**src/rtl/vad_pkg.sv**
```systemverilog
// Shared types and elaboration helpers for the voice-activity energy detector.
// Holds the VAD state encoding, a constant clog2 and the accumulator width check.
package vad_pkg;

    typedef enum logic [1:0] {
        WARMUP   = 2'd0,
        SILENCE  = 2'd1,
        SPEECH   = 2'd2,
        HANGOVER = 2'd3
    } vad_state_t;

    // Smallest r with 2**r >= value (0 for value <= 1).
    function automatic int clog2(input int value);
        int r;
        r = 0;
        while ((longint'(1) << r) < longint'(value)) begin
            r = r + 1;
        end
        return r;
    endfunction

    // |x| needs DATA_W+1 bits; a window of WINDOW of them needs clog2(WINDOW) more.
    function automatic int sum_w_min(input int data_w, input int window);
        return data_w + 1 + clog2(window);
    endfunction

    function automatic bit sum_w_ok(
        input int sum_w,
        input int data_w,
        input int window
    );
        return sum_w >= sum_w_min(data_w, window);
    endfunction

    localparam int DEFAULT_SUM_W_MIN = sum_w_min(16, 5000);

endpackage

```
**src/rtl/window_accumulator.sv**
```systemverilog
// Sliding-window sum of |x| over the last WINDOW accepted samples.
// Ports: clock, reset_n, sample_valid, data_in, data_delayed -> energy, energy_valid, upd.
module window_accumulator
    import vad_pkg::*;
#(
    parameter int DATA_W = 16,
    parameter int WINDOW = 5000,
    parameter int SUM_W  = 30
) (
    input  logic              clock,
    input  logic              reset_n,
    input  logic              sample_valid,
    input  logic [DATA_W-1:0] data_in,
    input  logic [DATA_W-1:0] data_delayed,
    output logic [SUM_W-1:0]  energy,
    output logic              energy_valid,
    output logic              upd
);

    localparam int MAG_W  = DATA_W + 1;
    localparam int FILL_W = (clog2(WINDOW + 1) < 1) ? 1 : clog2(WINDOW + 1);
    localparam logic [FILL_W-1:0] FILL_MAX  = FILL_W'(WINDOW);
    localparam logic [FILL_W-1:0] FILL_LAST = FILL_W'(WINDOW - 1);

    logic [MAG_W-1:0]  mag_in;
    logic [MAG_W-1:0]  mag_delayed;
    logic [MAG_W-1:0]  mag_sub;
    logic [FILL_W-1:0] fill;
    logic              full;

    // One extra bit so that the most negative sample has an exact magnitude.
    function automatic logic [MAG_W-1:0] magnitude(input logic [DATA_W-1:0] x);
        logic [MAG_W-1:0] ext;
        ext = {x[DATA_W-1], x};
        return ext[MAG_W-1] ? (~ext + MAG_W'(1)) : ext;
    endfunction

    assign full        = (fill == FILL_MAX);
    assign mag_in      = magnitude(data_in);
    assign mag_delayed = magnitude(data_delayed);

    // The delay line holds garbage until it has seen WINDOW samples.
    assign mag_sub = full ? mag_delayed : '0;

    always_ff @(posedge clock or negedge reset_n) begin
        if (!reset_n) begin
            energy       <= '0;
            energy_valid <= 1'b0;
            fill         <= '0;
            upd          <= 1'b0;
        end else begin
            upd <= sample_valid;
            if (sample_valid) begin
                energy <= energy + SUM_W'(mag_in) - SUM_W'(mag_sub);
                if (!full) begin
                    fill <= fill + FILL_W'(1);
                end
                if (fill == FILL_LAST) begin
                    energy_valid <= 1'b1;
                end
            end
        end
    end

endmodule

```
**src/rtl/vad_energy_detector.sv**
```systemverilog
// Voice-activity detector: window energy plus onset/hangover state machine.
// Ports: clock, reset_n, sample_valid, data_in, data_delayed, threshold,
// threshold_low -> energy, energy_valid, speech_active, speech_start, speech_end.
// Build option: define VAD_HYSTERESIS_EN to hold speech against threshold_low.
module vad_energy_detector
    import vad_pkg::*;
#(
    parameter int DATA_W    = 16,
    parameter int WINDOW    = 5000,
    parameter int SUM_W     = 30,
    parameter int ONSET_CNT = 8,
    parameter int HANG_CNT  = 4000
) (
    input  logic              clock,
    input  logic              reset_n,
    input  logic              sample_valid,
    input  logic [DATA_W-1:0] data_in,
    input  logic [DATA_W-1:0] data_delayed,
    input  logic [SUM_W-1:0]  threshold,
    input  logic [SUM_W-1:0]  threshold_low,
    output logic [SUM_W-1:0]  energy,
    output logic              energy_valid,
    output logic              speech_active,
    output logic              speech_start,
    output logic              speech_end
);

    localparam int ONSET_W = (clog2(ONSET_CNT + 1) < 1) ? 1 : clog2(ONSET_CNT + 1);
    localparam int HANG_W  = (clog2(HANG_CNT + 1) < 1) ? 1 : clog2(HANG_CNT + 1);
    localparam logic [ONSET_W-1:0] ONSET_TOP = ONSET_W'(ONSET_CNT - 1);
    localparam logic [HANG_W-1:0]  HANG_TOP  = HANG_W'(HANG_CNT - 1);

    if (!sum_w_ok(SUM_W, DATA_W, WINDOW)) begin : g_sum_w_check
        $error("SUM_W too small for DATA_W and WINDOW");
    end

    if (ONSET_CNT < 1 || HANG_CNT < 2) begin : g_cnt_check
        $error("ONSET_CNT must be >= 1 and HANG_CNT >= 2");
    end

    logic               upd;
    logic               act;
    logic [SUM_W-1:0]   thr_hold;

    vad_state_t         state_q;
    vad_state_t         state_nx;
    logic [ONSET_W-1:0] onset_q;
    logic [ONSET_W-1:0] onset_nx;
    logic [HANG_W-1:0]  hang_q;
    logic [HANG_W-1:0]  hang_nx;

    logic               active_q;
    logic               active_nx;
    logic               start_q;
    logic               start_nx;
    logic               end_q;
    logic               end_nx;

`ifdef VAD_HYSTERESIS_EN
    assign thr_hold = threshold_low;
`else
    // threshold_low stays on the pin list for drop-in compatibility.
    logic unused_threshold_low;
    assign unused_threshold_low = ^threshold_low;
    assign thr_hold = threshold;
`endif

    window_accumulator #(
        .DATA_W (DATA_W),
        .WINDOW (WINDOW),
        .SUM_W  (SUM_W)
    ) u_acc (
        .clock        (clock),
        .reset_n      (reset_n),
        .sample_valid (sample_valid),
        .data_in      (data_in),
        .data_delayed (data_delayed),
        .energy       (energy),
        .energy_valid (energy_valid),
        .upd          (upd)
    );

    // Decisions are only taken on a freshly updated, fully warmed-up energy.
    assign act = upd & energy_valid;

    always_ff @(posedge clock or negedge reset_n) begin
        if (!reset_n) begin
            state_q  <= WARMUP;
            onset_q  <= '0;
            hang_q   <= '0;
            active_q <= 1'b0;
            start_q  <= 1'b0;
            end_q    <= 1'b0;
        end else begin
            state_q  <= state_nx;
            onset_q  <= onset_nx;
            hang_q   <= hang_nx;
            active_q <= active_nx;
            start_q  <= start_nx;
            end_q    <= end_nx;
        end
    end

    always_comb begin
        state_nx = state_q;
        onset_nx = onset_q;
        hang_nx  = hang_q;
        if (act) begin
            unique case (state_q)
                WARMUP: begin
                    state_nx = SILENCE;
                end
                SILENCE: begin
                    if (energy > threshold) begin
                        if (onset_q == ONSET_TOP) begin
                            state_nx = SPEECH;
                            onset_nx = '0;
                        end else begin
                            onset_nx = onset_q + ONSET_W'(1);
                        end
                    end else begin
                        onset_nx = '0;
                    end
                end
                SPEECH: begin
                    if (energy <= thr_hold) begin
                        state_nx = HANGOVER;
                        hang_nx  = HANG_W'(1);
                    end
                end
                HANGOVER: begin
                    if (energy > thr_hold) begin
                        state_nx = SPEECH;
                        hang_nx  = '0;
                    end else if (hang_q == HANG_TOP) begin
                        state_nx = SILENCE;
                        hang_nx  = '0;
                    end else begin
                        hang_nx = hang_q + HANG_W'(1);
                    end
                end
            endcase
        end
    end

    // Pulses come from the transition itself, so re-entry into SPEECH
    // from HANGOVER never produces a start pulse.
    always_comb begin
        start_nx  = (state_q == SILENCE) && (state_nx == SPEECH);
        end_nx    = (state_q == HANGOVER) && (state_nx == SILENCE);
        active_nx = (state_nx == SPEECH) || (state_nx == HANGOVER);
    end

    assign speech_active = active_q;
    assign speech_start  = start_q;
    assign speech_end    = end_q;

endmodule

```
**config.mk**
```make
export PLATFORM = sky130hd
export DESIGN_NAME = vad_energy_detector
export DESIGN_NICKNAME = d
export VERILOG_FILES = /design/src/rtl/vad_pkg.sv /design/src/rtl/window_accumulator.sv /design/src/rtl/vad_energy_detector.sv
export SDC_FILE = /design/constraint.sdc
export NUM_CORES = 1
export LEC_CHECK = 0
export CORE_ASPECT_RATIO = 0.8
export CORE_UTILIZATION = 57
export DETAILED_ROUTE_END_ITERATION = 7
export PLACE_DENSITY = 0.85
export SLEW_MARGIN = 15
export SYNTH_ARGS = -nofsm -noshare
export SYNTH_HDL_FRONTEND = slang
export SYNTH_SLANG_ARGS = --single-unit
```
**constraint.sdc**
```tcl
create_clock -name clock -period 7.7 [get_ports clock]
set_input_delay 1.155 -clock clock [delete_from_list [all_inputs] [get_ports clock]]
set_output_delay 1.155 -clock clock [all_outputs]
set_load 0.005 [all_outputs]
```
==> results of run 1 <==
## logic make-up (layout without fill, tap and decap cells)
logic type                 count (synthesis)  in the layout
muxes                                     17             17
DFF                                       66             66
and+or+nand+nor                          210            210
xor gates and xnor gates                  59             59
buffers and inverters                    107            209
other                                      2              2
AOI/OAI and AO/OA                        183            183
adders and majority gates                 83             83
## cell usage after synthesis, types with 5 or more instances
master,n
inv_1,92
dfrtp_1,66
ha_1,66
nand2_1,60
nor2_1,47
a21oi_1,38
o21ai_0,38
xnor2_1,33
a21o_1,29
xor2_1,26
fa_1,17
nand4_1,16
and3_1,15
nand3_1,15
nor3_1,13
o31ai_1,13
mux2i_1,11
clkbuf_1,9
nor2b_1,9
a22o_1,6
a31oi_1,6
mux2_2,6
nand2b_1,6
o21bai_1,6
a221o_1,5
## path summary, 6_finish.rpt
| kind | from | endpoint | slack (ns) | cells past startpoint |
|---|---|---|---|---|
| worst max-delay path | data_in[2] | u_acc.energy[26] | 1.93 | 18 |
| worst min-delay path | u_acc.fill[12] | u_acc.fill[12] | 0.47 | 1 |
| worst max register to register | u_acc.fill[4] | u_acc.energy[26] | 2.52 | 15 |
| worst min register to register | u_acc.fill[12] | u_acc.fill[12] | 0.47 | 1 |
| max in group asynchronous | reset_n | u_acc.energy[1] | 6.10 | 2 |
| min in group asynchronous | reset_n | u_acc.energy[27] | 1.02 | 2 |
## stage by stage
step	utilization, %	power [mW]	worst slack (ns)	hold slack, ns
2_1_floorplan	-	1.97	2.53	0.433
3_3_place_gp	70.1	2.43	1.75	0.451
3_5_place_dp	70.1	2.52	1.67	0.461
4_1_cts	73.3	2.99	2.00	0.480
5_1_grt	73.3	3.28	1.67	0.497
6_report	73.3	3.02	1.93	0.473
## sequential cells by signal, summed over array words and instances, names as in the netlist
name	count
onset_q	4
u_acc.energy	30
speech_start	1
speech_end	1
speech_active	1
u_acc.energy_valid	1
hang_q	12
u_acc.fill	13
state_q	2
u_acc.upd	1
## layout make-up
class,count,share of cell area [%]
Clock inverter,7,1.34
Multi-Input combinational cell,554,54.4
Inverter,93,4.56
Tap cell,140,2.29
Sequential cell,66,21.6
Clock buffer,9,2.94
Timing Repair Buffer,100,12.9
## placed cells by master (no fill, tap or decap), types with 15 or more instances in the layout
cell	instances
nand4_1	16
inv_1	92
xnor2_1	33
a21oi_1	38
a21o_1	29
nand3_1	15
xor2_1	26
fa_1	17
clkdlybuf4s50_1	96
and3_1	15
nor2_1	47
o21ai_0	38
nand2_1	60
dfrtp_1	66
ha_1	66
## per-layer routing
metal	up-vias	global-route usage [%]	share of wire, %
met5	-	0	0
met4	0	8.44	1.8
met3	31	4.31	4.3
met2	164	51.3	49
met1	2750	36.1	45
li1	2760	-	-
## worst register-to-register path: cells and delay by family, from the launching register on
kind / cells / cell delay (ns)
AO/OA/AOI/OAI: 4 / 1.17
buffers and inverters: 1 / 0.07
AND/OR/NAND/NOR: 8 / 2.67
flip-flops: 1 / 0.41
adder cells (fa/ha/maj): 2 / 0.75
## power by group through the flow
stage	clock, mW	sequential [mW]	combinational, mW
after CTS	0.454	0.584	1.96
final	0.452	0.585	1.98
after global placement	0	0.583	1.85
after detailed placement	0	0.587	1.93
after global routing	0.470	0.600	2.21
after floorplan	0	0.554	1.42
==> flow_summary.toml, run 1 <==
[status]
status = "finished clean"

[sta]
hold_viol_final = 0
period_minus_slack_ns = 5.77
drv_slew = 0
finalSetupTns_ns = 0
fin_skew_ns = 0.00601
grt_setup_unrepaired = "no"
period_share_pct = 74.9
max_freq_mhz = 173
maxSlewHeadroom_pct = 42.2
worst_pin_slew_ns = 0.867
setup_viol = 0

[grt]
grt_pass1_vias = 5695
overflow = 0
grt.total_usage_pct = 28.6
grt_max_degree = 67
grt_pass1_wl_um = 26000
antenna_found_initial = 0

[placement]
io_buffers = 98
placed_area_um2 = 7330
placedCellCount = 953
dp_hpwl_um = 11800
gp_congestion = 0.877

[clock_tree]
ctsHoldBuffers = 0
post_cts_resized = 0
clock_path_buffers = 2
h-tree-depth = 3
numCtsBuffers = 9
cts_sinks = 66
cts_tree = "done"
clock_latency_ns = 0.33
cts.clk_slew.worst_paths_ns = 0.06
clock-root-buffer = "clkbuf_16"
post_cts_buffers = 0

[floorplan]
die_x_um = 119
num_rows = 33
initial_core_util_pct = 59.6
ios = 129
dieArea_um2 = 11300
die_h_um = 95.5
core_area_um2 = 10400

[critical_path]
critical_path_buf_inv_count = 2
end_kind = "flip-flop"
cp.arrival_ns = 5.98
crit_path_max_incr_delay_ns = 0.56
cp_common_cell = "nand2_1"
start_kind = "input port"
path_delay_family = "compound AO/OA/AOI/OAI gates"
setup.worst_path.class = "in -> reg"
crit_path_max_fanout = 6
crit_chain = "clkdlybuf4s50_1, or3_1, nor2_1, nand2_1, o31ai_1, nand2_1, xnor2_1, fa_1, inv_1, ha_1, a21oi_1, a21boi_0, a311oi_1, o211ai_2, a31o_2, a2111oi_4, or4_1, nand4_1"
slowest_stage = "o31ai_1"
cp.required_ns = 7.91

[finish]
final_area_um2 = 7650
fillers = 768
antenna_cells = 0
multi_input_comb_area_um2 = 4170
area_growth_pct = 23.0
final_cells = 969
regArea_um2 = 1650
fin_nets = 1002
layout-drive-gt1-share_pct = 4.34

[synthesis]
syn_inst = 727
synth_fp_nets = 905
synth_edf_count = 0
synth_top_area_cell = "dfrtp_1"
synthAdderAreaFrac_pct = 18.7
syn-cell-area_um2 = 6220
ys_warn_count = 0
synth_top_family_by_area = "compound AO/OA/AOI/OAI gates"
synth_compound_area_share_pct = 20.1
ys_types = 65
synthDominantCellAreaShare_pct = 26.5
avgSynthCellArea_um2 = 8.56
synth-seq-cells = 66
post_synth_and_or_nand_nor_area_fraction_pct = 16.8
async_flop_share_pct = 100
synthMuxAreaShare_pct = 2.85
ys_seq_area_share_pct = 26.5
synth_xor_area_share_pct = 8.30
synth_flop_cell = "dfrtp_1"
synthTopCellsByArea = "dfrtp_1, ha_1, inv_1"

[power]
pwr-share-seq_pct = 19.4
p_int_mw = 1.67
p_comb_share_pct = 65.6
p_clk_share_pct = 15.0
p_per_area_nw_per_um2 = 394
p_sw_mw = 1.35
netSwitchingFraction_pct = 44.7
peakVddDrop_v = 0.000258
power.leakage_nw = 3.65

[routing]
drc = 0
ant_nets = 0
routed_wl_um = 15400
vias_per_cell = 5.89
vias = 5705
first_pass_iters = 5
wl_per_cell_um = 15.9
drtIter0Drc = 355

[run]
maxCapViolCount = 0

[min_path]
hp-class = "reg -> reg"
Power figures use the tool's default switching activity.
==> run 2, diff against run 1 <==
- CORE_UTILIZATION: 57 -> 53
- PLACE_DENSITY: 0.85 -> 0.79
- clock period: 7.7 -> 5.7 ns (I/O delays scaled with it)
==> flow_summary.toml, run 2 (synthesis gave the netlist of run 1 again) <==
[floorplan]
die_x_um = 123
die_h_um = 98.9
dieArea_um2 = 12200
num_rows = 35
ios = 129
core_area_um2 = 11500
initial_core_util_pct = 54.2

[clock_tree]
post_cts_buffers = 0
clock-root-buffer = "clkbuf_16"
numCtsBuffers = 9
h-tree-depth = 3
clock_latency_ns = 0.33
ctsHoldBuffers = 0
cts_tree = "done"
cts_sinks = 66
clock_path_buffers = 2
cts.clk_slew.worst_paths_ns = 0.06

[min_path]
hp-class = "reg -> reg"
min_from = "u_acc.fill[12]"

[power]
pwr-share-seq_pct = 19.4
p_clk_share_pct = 13.9
netSwitchingFraction_pct = 44.9
p_int_mw = 2.22
p_per_area_nw_per_um2 = 525
p_sw_mw = 1.81
p_comb_share_pct = 66.6
peakVddDrop_v = 0.000261
power.leakage_nw = 3.67

[grt]
overflow = 0
grt_pass1_wl_um = 25500
grt.total_usage_pct = 26.2
grt_pass1_vias = 5509
grt_max_degree = 67
antenna_found_initial = 0

[finish]
layout_common_cells = "clkdlybuf4s50_1, inv_1, ha_1, dfrtp_1, nand2_1"
fin_nets = 1007
final_area_um2 = 7680
area_growth_pct = 23.5
fillers = 932
multi_input_comb_area_um2 = 4170
final_common_cell = "clkdlybuf4s50_1"
layout-drive-gt1-share_pct = 5.04
top_regs = "u_acc.energy x30, u_acc.fill x13, hang_q x12"
regArea_um2 = 1650
final_cells = 982
antenna_cells = 0
largest_register_ffs = 30
largest_register = "u_acc.energy"

[placement]
dp_hpwl_um = 11900
placed_area_um2 = 7370
placedCellCount = 966
gp_congestion = 0.874
io_buffers = 98

[routing]
drtIter0Drc = 296
drc = 0
first_pass_iters = 5
ant_nets = 0
vias = 5640
vias_per_cell = 5.74
wl_per_cell_um = 15.5
routed_wl_um = 15200

[sta]
max_freq_mhz = 186
setup_viol = 0
fin_skew_ns = 0.0102
maxSlewHeadroom_pct = 41.8
worst_pin_slew_ns = 0.873
hold_viol_final = 0
grt_setup_unrepaired = "no"
period_minus_slack_ns = 5.39
finalSetupTns_ns = 0
drv_slew = 0
period_share_pct = 94.5
hold_slack_ns = 0.489

[critical_path]
r2r-start = "u_acc.fill[4]"
setup.worst_path.class = "in -> reg"
end_kind = "flip-flop"
crit_path_max_fanout = 5
startpoint = "data_in[4]"
cp.arrival_ns = 5.57
start_kind = "input port"
cp.required_ns = 5.89

[run]
maxCapViolCount = 0

[status]
status = "finished clean"
[run 2: layout make-up]
class / instances / area share, %
repair buffers: 105 / 13.3
clock buffers: 9 / 2.93
clock inverters: 7 / 1.01
multi-input cells: 554 / 54.3
inverters: 93 / 4.54
well taps: 148 / 2.41
flip-flops and latches: 66 / 21.5
[run 2: critical path, stage by stage]
cell and delay [ns]:
clkdlybuf4s50_1 0.44, or3_1 0.39, nor2_1 0.13, nand2_1 0.08
or3_1 0.38, or4_1 0.56, fa_1 0.49, inv_1 0.04
ha_1 0.34, and3_1 0.24, and4_1 0.20, a32oi_1 0.25
o211ai_2 0.18, a2111o_1 0.43, a31oi_1 0.24, xor2_1 0.22
mux2i_1 0.10
[run 2: routing by layer]
metal,routed length (µm),share of wire (%),GRT usage [%],vias to the layer above
li1,-,-,-,2768
met1,7120,47,34.6,2707
met2,7220,47,44.3,146
met3,581,3.8,3.99,19
met4,279,1.8,7.32,0
met5,0,0,0,-
[run 2: path summary, 6_finish.rpt]
check                      cells past startpoint  slack, ns                to
setup reg to reg                              15       0.51  u_acc.energy[28]
hold / removal                                 1       0.49    u_acc.fill[12]
min in group asynchronous                      2       0.70  u_acc.energy[25]
max in group asynchronous                      2       4.40  u_acc.energy[22]
setup / recovery                              17       0.31  u_acc.energy[28]
hold reg to reg                                1       0.49    u_acc.fill[12]
[run 2: per-stage QoR]
step | power [mW] | utilization, % | setup WS [ns]
2_1_floorplan | 2.66 | - | 0.830
3_3_place_gp | 3.33 | 64.3 | 0.182
3_5_place_dp | 3.42 | 64.3 | 0.0356
4_1_cts | 4.02 | 66.9 | 0.377
5_1_grt | 4.40 | 67.0 | 0.132
6_report | 4.03 | 67.0 | 0.313
[run 2: power groups by stage]
| stage | logic (mW) | registers, mW | clock network (mW) |
|---|---|---|---|
| final | 2.68 | 0.784 | 0.562 |
| after global routing | 3.00 | 0.806 | 0.593 |
| after floorplan | 1.91 | 0.748 | 0 |
| after detailed placement | 2.63 | 0.792 | 0 |
| after CTS | 2.67 | 0.785 | 0.570 |
| after global placement | 2.54 | 0.787 | 0 |
[run 2: what timing repair did]
| item | CTS | global route |
|---|---|---|
| setup endpoints to repair | 0 | 3 |
| hold endpoints to repair | 0 | 0 |
| gates resized for setup | 0 | 1 |
==> run 3, diff against run 2 <==
- CELL_PAD_IN_SITES_DETAIL_PLACEMENT: default -> 1
- CELL_PAD_IN_SITES_GLOBAL_PLACEMENT: default -> 2
- CORE_UTILIZATION: 53 -> 31
- PLACE_DENSITY: 0.79 -> 0.78
==> flow_summary.toml, run 3 (synthesis gave the netlist of run 1 again) <==
[finish]
top_regs = "u_acc.energy x30, u_acc.fill x13, hang_q x12"
antenna_cells = 0
final_area_um2 = 7900
layout_common_cells = "clkdlybuf4s50_1, inv_1, ha_1, dfrtp_1, nand2_1"
fillers = 2292
largest_register = "u_acc.energy"
fin_nets = 1016
area_growth_pct = 27.0
final_common_cell = "clkdlybuf4s50_1"
largest_register_ffs = 30
final_cells = 1101
layout-drive-gt1-share_pct = 5.69
utilization_pct = 40.9

[critical_path]
cp.required_ns = 5.96
start_kind = "input port"
reg2reg_to = "u_acc.energy[29]"
r2r-start = "u_acc.fill[10]"
crit_path_max_fanout = 6
rrSetupSlack_ns = 0.93
cp_common_cell = "xor2_1"
setup.worst_path.class = "in -> reg"
cp.depth = 19
reg2reg_depth = 14
slowest_stage = "fa_1"
critical_path_buf_inv_count = 2
crit_chain = "clkdlybuf4s50_1, nor3_1, nand2b_1, nor4_1, nand2_1, o31ai_1, xor2_1, nor2_1, fa_1, inv_1, ha_1, a211oi_1, o21bai_1, a21o_1, a211oi_2, a311oi_2, a31oi_1, mux2i_1, xor2_1"
path_delay_family = "compound AO/OA/AOI/OAI gates"
startpoint = "data_delayed[4]"
end_kind = "flip-flop"
cp.arrival_ns = 5.60
crit_path_max_incr_delay_ns = 0.51
setup.worst_path.end = "u_acc.energy[29]"

[clock_tree]
clock_latency_ns = 0.34
post_cts_buffers = 0
post_cts_resized = 0
numCtsBuffers = 9
ctsHoldBuffers = 0
clock_path_buffers = 2
cts_tree = "done"
clock-root-buffer = "clkbuf_16"
cts_sinks = 66
cts.clk_slew.worst_paths_ns = 0.06
h-tree-depth = 3

[grt]
grt-busiest-layer = "met2"
grt_pass1_vias = 5998
grt_max_degree = 67
grt.total_usage_pct = 18.7
use_met3_pct = 2.74
use_met1_pct = 25.2
overflow = 0
met2_usage_pct = 31.0
antenna_found_initial = 0
grt_pass1_wl_um = 30700

[min_path]
hp-class = "reg -> reg"

[routing]
vias = 5756
ant_nets = 0
drc = 0
wl_per_cell_um = 17.0
routed_wl_um = 18700
vias_per_cell = 5.23
drtIter0Drc = 188
first_pass_iters = 4

[power]
p_int_mw = 2.31
pwr-share-seq_pct = 19.1
p_sw_mw = 1.89
p_comb_share_pct = 66.4
p_clk_share_pct = 14.5
power.leakage_nw = 3.71
p_per_area_nw_per_um2 = 532
netSwitchingFraction_pct = 44.9
p_total_mw = 4.20
peakVddDrop_v = 0.000195

[floorplan]
ios = 129
initial_core_util_pct = 32.2
die_x_um = 160
num_rows = 45
die_h_um = 129
core_area_um2 = 19300
dieArea_um2 = 20600

[placement]
io_buffers = 98
gp_congestion = 0.817
placed_area_um2 = 7580
dp_hpwl_um = 15100
pre_cts_ws_ns = 0.0487
placedCellCount = 1085

[status]
status = "finished clean"

[sta]
worst_pin_slew_ns = 0.919
max_freq_mhz = 187
period_share_pct = 93.6
drv_slew = 0
hold_viol_final = 0
period_minus_slack_ns = 5.34
finalSetupTns_ns = 0
hold_slack_ns = 0.471
maxSlewHeadroom_pct = 38.7
setup_viol = 0
fin_skew_ns = 0.00713
layout_setup_ws_ns = 0.364
grt_setup_unrepaired = "no"

[run]
maxCapViolCount = 0
[run 3: cell count changes in the layout (fill, tap and decap cells not counted), moves of 2 or more]
cell      previous run  this run
buf_4                7        16
inv_6                2         0
clkbuf_1             0         2
clkinv_4             2         0
[run 3: worst min path at each step]
stage	startpoint	depth (start not counted)	endpoint	slack (ns)
after floorplan	u_acc.fill[12]	1	u_acc.fill[12]	0.43
after global placement	u_acc.fill[12]	1	u_acc.fill[12]	0.45
after detailed placement	u_acc.fill[12]	1	u_acc.fill[12]	0.45
after CTS	u_acc.fill[12]	1	u_acc.fill[12]	0.47
after global routing	u_acc.fill[12]	1	u_acc.fill[12]	0.48
final	u_acc.fill[12]	1	u_acc.fill[12]	0.47
[run 3: metal layers]
layer | up-vias | part of all wire [%]
li1 | 2780 | -
met1 | 2863 | 48
met2 | 97 | 47
met3 | 16 | 2.7
met4 | 0 | 1.8
met5 | - | 0
[run 3: power groups by stage]
stage / Sequential [mW] / Combinational, mW / Clock (mW)
floorplan: 0.748 / 1.91 / 0
global placement: 0.805 / 2.66 / 0
detailed placement: 0.814 / 2.78 / 0
CTS: 0.807 / 2.81 / 0.626
global route: 0.828 / 3.13 / 0.646
finish: 0.801 / 2.79 / 0.611
[run 3: worst reg2reg max path, cell delays in order (launching register included)]
cell	delay (ns)
dfrtp_1	0.42
or4b_1	0.51
nor3_1	0.33
and4b_1	0.42
nand2_1	0.13
fa_1	0.47
ha_1	0.35
a21oi_1	0.28
o31a_1	0.29
a21oi_1	0.15
o21ai_1	0.36
a311oi_2	0.22
a31oi_1	0.28
mux2i_1	0.31
xor2_1	0.17
[run 3: layout make-up]
| class | count | area (µm²) | share of cell area, % |
|---|---|---|---|
| clock buffers | 12 | 246 | 3.12 |
| clock inverters | 4 | 75.1 | 0.950 |
| inverters | 93 | 349 | 4.42 |
| multi-input cells | 554 | 4170 | 52.7 |
| flip-flops and latches | 66 | 1650 | 20.9 |
| well taps | 258 | 323 | 4.09 |
| repair buffers | 114 | 1090 | 13.8 |
